==> config.mk <==
export PLATFORM = sky130hd
export DESIGN_NAME = pc_fetch_sequencer
export DESIGN_NICKNAME = d
export VERILOG_FILES = /design/src/rtl/pc_fetch_sequencer.sv
export SDC_FILE = /design/constraint.sdc
export NUM_CORES = 1
export LEC_CHECK = 0
export CORE_UTILIZATION = 43
export CTS_CLUSTER_SIZE = 28
export DETAILED_ROUTE_END_ITERATION = 8
export GPL_TIMING_DRIVEN = 0
export PLACE_DENSITY = 0.75
export SYNTH_ARGS = -nofsm -noshare
export SYNTH_HDL_FRONTEND = slang
export SYNTH_SLANG_ARGS = --single-unit
==> constraint.sdc <==
create_clock -name clk -period 4.31 [get_ports clk]
set_clock_uncertainty 0.2 [all_clocks]
set_input_delay 0.862 -clock clk [delete_from_list [all_inputs] [get_ports clk]]
set_output_delay 0.862 -clock clk [all_outputs]
set_load 0.03 [all_outputs]
==> src/rtl/pc_fetch_sequencer.sv <==
// Program counter owner and instruction fetch sequencer: req/ack fetch from imem, one instruction at a time to decode.
// Optional PC_MISALIGN_TRAP_EN macro adds a sticky ERROR state on misaligned redirect targets.
module pc_fetch_sequencer #(
    parameter logic [31:0] RESET_VECTOR = 32'h0000_0000,
    parameter int unsigned PC_STEP      = 4
) (
    input  logic        clk,
    input  logic        reset,
    output logic        imem_req,
    output logic [31:0] imem_addr,
    input  logic        imem_ack,
    input  logic [31:0] imem_rdata,
    output logic        inst_valid,
    input  logic        inst_ready,
    output logic [31:0] inst_out,
    output logic [31:0] inst_pc,
    output logic [31:0] inst_pc4,
    input  logic        redirect_valid,
    input  logic [31:0] redirect_target,
    output logic        misalign_err
);

    localparam logic [31:0] STEP = 32'(PC_STEP);

`ifdef PC_MISALIGN_TRAP_EN
    typedef enum logic [2:0] {IDLE, FETCH, ISSUE, DRAIN, ERROR} state_t;
`else
    typedef enum logic [1:0] {IDLE, FETCH, ISSUE, DRAIN} state_t;
`endif

    state_t      state, state_nxt;
    logic [31:0] pc, pc_nxt;
    logic [31:0] drain_addr;
    logic [31:0] target;
    logic        load_inst, clr_valid, drain_ld;

`ifdef PC_MISALIGN_TRAP_EN
    logic err_pend, err_pend_nxt;
    logic bad_target;
    assign target     = redirect_target;
    assign bad_target = redirect_target[1:0] != 2'b00;
`else
    assign target = {redirect_target[31:2], 2'b00};
`endif

    always_comb begin
        state_nxt = state;
        pc_nxt    = pc;
        load_inst = 1'b0;
        clr_valid = 1'b0;
        drain_ld  = 1'b0;
`ifdef PC_MISALIGN_TRAP_EN
        err_pend_nxt = err_pend;
`endif
        case (state)
            IDLE: begin
                state_nxt = FETCH;
                if (redirect_valid) pc_nxt = target;
            end
            FETCH: begin
                if (redirect_valid) begin
                    pc_nxt = target;
                    if (imem_ack) begin
                        state_nxt = FETCH;
                    end else begin
                        // request is still outstanding: wait it out at the old address
                        state_nxt = DRAIN;
                        drain_ld  = 1'b1;
                    end
                end else if (imem_ack) begin
                    load_inst = 1'b1;
                    pc_nxt    = pc + STEP;
                    state_nxt = ISSUE;
                end
            end
            ISSUE: begin
                if (redirect_valid) begin
                    clr_valid = 1'b1;
                    pc_nxt    = target;
                    state_nxt = FETCH;
                end else if (inst_ready) begin
                    clr_valid = 1'b1;
                    state_nxt = FETCH;
                end
            end
            DRAIN: begin
                if (redirect_valid) pc_nxt = target;
                if (imem_ack) state_nxt = FETCH;
            end
            default: state_nxt = state;
        endcase
`ifdef PC_MISALIGN_TRAP_EN
        // a misaligned target traps at once unless a request must first be drained
        if (redirect_valid && bad_target && state != ERROR) begin
            if (state_nxt == DRAIN) begin
                err_pend_nxt = 1'b1;
            end else begin
                state_nxt = ERROR;
                clr_valid = 1'b1;
            end
        end
        if (state == DRAIN && imem_ack && err_pend) state_nxt = ERROR;
`endif
    end

    always_ff @(posedge clk or posedge reset) begin
        if (reset) begin
            state      <= IDLE;
            pc         <= RESET_VECTOR;
            drain_addr <= RESET_VECTOR;
            inst_valid <= 1'b0;
            inst_out   <= 32'h0;
            inst_pc    <= 32'h0;
        end else begin
            state <= state_nxt;
            pc    <= pc_nxt;
            if (drain_ld) drain_addr <= pc;
            if (load_inst) begin
                inst_out   <= imem_rdata;
                inst_pc    <= pc;
                inst_valid <= 1'b1;
            end else if (clr_valid) begin
                inst_valid <= 1'b0;
            end
        end
    end

`ifdef PC_MISALIGN_TRAP_EN
    always_ff @(posedge clk or posedge reset) begin
        if (reset) err_pend <= 1'b0;
        else       err_pend <= err_pend_nxt;
    end
    assign misalign_err = state == ERROR;
`else
    assign misalign_err = 1'b0;
`endif

    assign imem_req  = (state == FETCH) || (state == DRAIN);
    assign imem_addr = (state == DRAIN) ? drain_addr : pc;
    assign inst_pc4  = inst_pc + STEP;

endmodule
==> results.txt <==
The number of max-slew violations in the final report came out at 0. From synthesis to final layout, the design area changed by 44.6%. The die is ~120 um wide. Once placement finished, the instance area stood at around 0.0086 mm2.

The number of standard cells after synthesis is slightly below 700. After synthesis the netlist holds a flip-flop and latch count of 125. The aggregate routed wire length came out at 18.5 mm. The number of gates resized after CTS was 0. The Yosys warning count came out at 0.

The portion of the clock cycle consumed by the worst path in the final layout is about 95%. In this run the critical register-to-register path is launched from state[0]. The path type of the worst min-delay path is flop to flop. The count of endpoints failing hold in the final timing report is 0. Global routing consumed, over all layers together, between 20% and 30% of the routing resources. The net count of the finished layout is ~1000.

The share of total power in sequential cells came out at 32.1%. The largest fanout on the critical path came out at 8. Setup repair after global routing left no endpoint under its margin. The register clock-pin slew on the reported worst setup and hold paths came out at 0.06 ns.

The biggest area contributor in the post-synthesis netlist is sky130_fd_sc_hd__dfrtp_1. The number of buffers inserted by port buffering came out at between 150 and 200. The floorplan has 44 rows. The worst setup margin is 0.203 ns. Of all flip-flops after synthesis, the portion carrying an async set or reset was between 90% and 100%.

The number of global-route vias before repair is approximately 5800. The die is around 120 um tall. The number of H-tree levels is 4.

Setup violations remaining at the end of the flow were counted as 0. Once placement completed, the tool counted placed cells totaling around 1100. The DRC marker count from the first detailed-route iteration is 470. Once the floorplan was initialized, standard cells occupied between 40 and 50% of the core.

The share of the synthesized area in the top cell type came out at 48.7%. The number of distinct library cells after synthesis is 53. Clock tree synthesis selected as its root buffer the cell sky130_fd_sc_hd__clkbuf_16. Among all flip-flop cells after synthesis, the most frequent one is sky130_fd_sc_hd__dfrtp_1. The switching power share of the total came out at between 30% and 40%.

The register-to-register setup slack came out at ~1.8 ns. The static leakage came out at 3.93 nW. For this design, the CTS-stage hold fixing added 0 buffers.

At the pin with the least slew margin, the transition time is around 1.2 ns. The detail-routed net length per standard cell is 16.8 um. In the final timing run, aggregate negative setup slack is 0 ns. The count of flip-flops with a built-in enable after synthesis is 0. The highest achievable clock rate is ~240 MHz. The clock share of power came out at between 20 and 30%. The shortest period the worst path allows came out at 4.11 ns. The required time of the worst setup path came out at about 3.3 ns. The pre-antenna-repair detailed-routing pass consisted of 7 iterations. The worst-case vdd ir drop came out at between 0.0003 and 0.0004 V. The post-detailed-route via-to-cell ratio is 5.38. The summed area of non-filler cells in the final layout came out at about 0.0093 mm2. Internal power comes to around 3.4 mW. The power spent charging and discharging nets came out at 1.98 mW. The sink count of the clock tree is ~130.

Walking the worst path, the cells encountered are nand4_1, or4_1, clkbuf_1, nor3_1, xor2_1, clkdlybuf4s50_1. The fraction of final layout cells sized beyond drive strength 1 came out at 12.4%. The clock reaches the later pin of the worst-skew pair after ~0.42 ns. The first global-routing pass estimated 29.9 mm of wire. The routed layout has roughly 6000 vias. Buffers added to address setup during post-CTS repair amount to 0.

The power per standard cell area came out at 583 mW/mm2. The congestion estimate from routability-driven global placement came to around 0.85. The remaining routing DRC violations is 0.

The endpoint of the lowest-slack register-to-register path is inst_pc[28]. The power consumption came out at between 5 and 6 mW. The cell area after technology mapping is approximately 0.0064 mm2. Yosys attributes the largest share of cell area to sky130_fd_sc_hd__dfrtp_1 (49%), sky130_fd_sc_hd__nand2_1 (11%), sky130_fd_sc_hd__mux2_2 (9.3%). In this design, the stage delay of the slowest critical-path cell is slightly below 0.7 ns. The remaining global-route overflow is 0. OpenSTA, run right after detailed placement, puts the worst setup slack at around 0.63 ns. Entering global routing, the biggest net connects between 40 and 50 pins. The mean cell area of the mapped netlist came out at between 9 and 10 um2. The detail route stage leaves a number of antenna-violating nets equal to 0. The worst endpoint data arrival time is a little over 3 ns. The number of buffers created by CTS came out at 17.

The timing endpoint of the critical path is inst_pc4[28]. The max-capacitance violation count came out at 0. The standard cell core area is approximately 0.015 mm2. The worst setup path is launched from a flop. The number of cells on the worst reg-to-reg path is 7. The floorplan step defined a die boundary enclosing around 0.015 mm2. The antenna diode count came out at 0. Of the synthesized area, sequential elements account for 48.7%. The count of pins on the block boundary is 200.

The worst setup path is of the flop to primary output kind. The number of antenna violations at the first check in global routing is 0. The post-route non-filler standard cell count is around 1100. The standard cell with the maximum stage delay on the critical path is sky130_fd_sc_hd__clkdlybuf4s50_1. The number of buffers on the longest clock path is 2. Tracing the worst setup path back leads to its startpoint at inst_pc[5]. The worst-case headroom to the max-slew limit came out at 19.3%. The nature of the critical path endpoint is a primary output. The flow ran to the end, and the final reports show no timing, DRC or antenna violations. TritonCTS built the clock tree. The HPWL after detailed placement is 13.6 mm. The combinational group share of total power is between 30% and 40%.
-- worst max-delay path: cells and delay by family, from the launching register on --
kind	cells	cell delay, ns
AND/OR/NAND/NOR	3	1.04
buffers and inverters	2	0.91
flip-flops	1	0.50
XOR/XNOR	1	0.17
-- power by group through the flow --
stage | Combinational [mW] | Sequential, mW | Clock, mW
2_1_floorplan | 0.936 | 2.00 | 0
5_1_grt | 2.21 | 1.79 | 1.65
3_5_place_dp | 2.10 | 1.75 | 0
3_3_place_gp | 2.07 | 1.74 | 0
6_report | 2.09 | 1.74 | 1.59
4_1_cts | 2.11 | 1.74 | 1.60
-- stage by stage --
step	hold WS, ns	utilization [%]
floorplan	0.254	-
global placement	0.257	59.0
detailed placement	0.261	59.4
CTS	0.276	63.9
global route	0.298	63.9
finish	0.272	63.9
-- synth_stat cells (all sizes together) (2+ instances only) --
cell / number
o41ai: 2
a31oi: 15
a21oi: 9
or4: 15
nand4b: 2
nor3b: 2
xor2: 14
a221oi: 3
ha: 2
nand3: 25
dfrtp: 125
a32o: 2
nand2: 192
xnor2: 16
inv: 12
o221a: 2
nand3b: 2
o21ai: 23
clkbuf: 34
nand4: 13
nand2b: 2
o31ai: 10
mux2: 61
nor2: 34
nor4: 8
or3: 5
a311oi: 4
buf: 17
and4: 7
and3: 4
nor3: 10
o22ai: 2
-- state kept, by name, indices dropped and copies added, names as in the netlist --
name and count:
inst_valid 1, inst_out 32, pc 30, state 2
drain_addr 30, inst_pc 30
-- logic make-up (layout without fill, tap and decap cells) --
logic type / count (synthesis) / after routing / synth area share (%)
and+or+nand+nor: 325 / 325 / 23.4
DFF: 125 / 125 / 48.7
AOI/OAI and AO/OA: 79 / 79 / 8.12
adders and majority gates: 2 / 2 / 0.390
other: 1 / 7 / 0.0584
muxes: 61 / 61 / 10.7
buffers and inverters: 64 / 288 / 4.56
xor gates and xnor gates: 30 / 30 / 4.09
-- area by class of cell --
cell class / count / area, um2
Fill cell: 1224 / 5250
Sequential cell: 125 / 3130
Multi-Input combinational cell: 504 / 3020
Timing Repair Buffer: 192 / 1950
Clock buffer: 21 / 470
Buffer: 51 / 244
Tap cell: 184 / 230
Clock inverter: 11 / 188
Inverter: 13 / 52.6
-- worst min-delay path by stage --
| stage | end | from | cells past startpoint |
|---|---|---|---|
| after floorplan | drain_addr[18] | drain_addr[18] | 1 |
| after CTS | inst_out[7] | inst_out[7] | 2 |
| after global routing | drain_addr[28] | drain_addr[28] | 1 |
| after global placement | inst_out[4] | inst_out[4] | 2 |
| after detailed placement | inst_out[7] | inst_out[7] | 2 |
| final | inst_out[16] | inst_out[16] | 2 |
-- per-layer routing --
metal	track usage (%)	share of wire, %	wire [um]
met1	30.9	43	7890
met2	40.4	47	8760
met3	6.47	8.2	1530
met4	8.93	1.9	349
met5	0	0	0
-- cells in the final DEF (no fill, tap or decap), drive strengths merged, types with 16 or more instances in the layout --
master,count
mux2,61
dfrtp,125
clkbuf,55
clkdlybuf4s50,189
buf,20
nor2,34
o21ai,23
xnor2,16
nand3,25
nand2,192
Note: power is estimated with default switching activity, not from simulation.
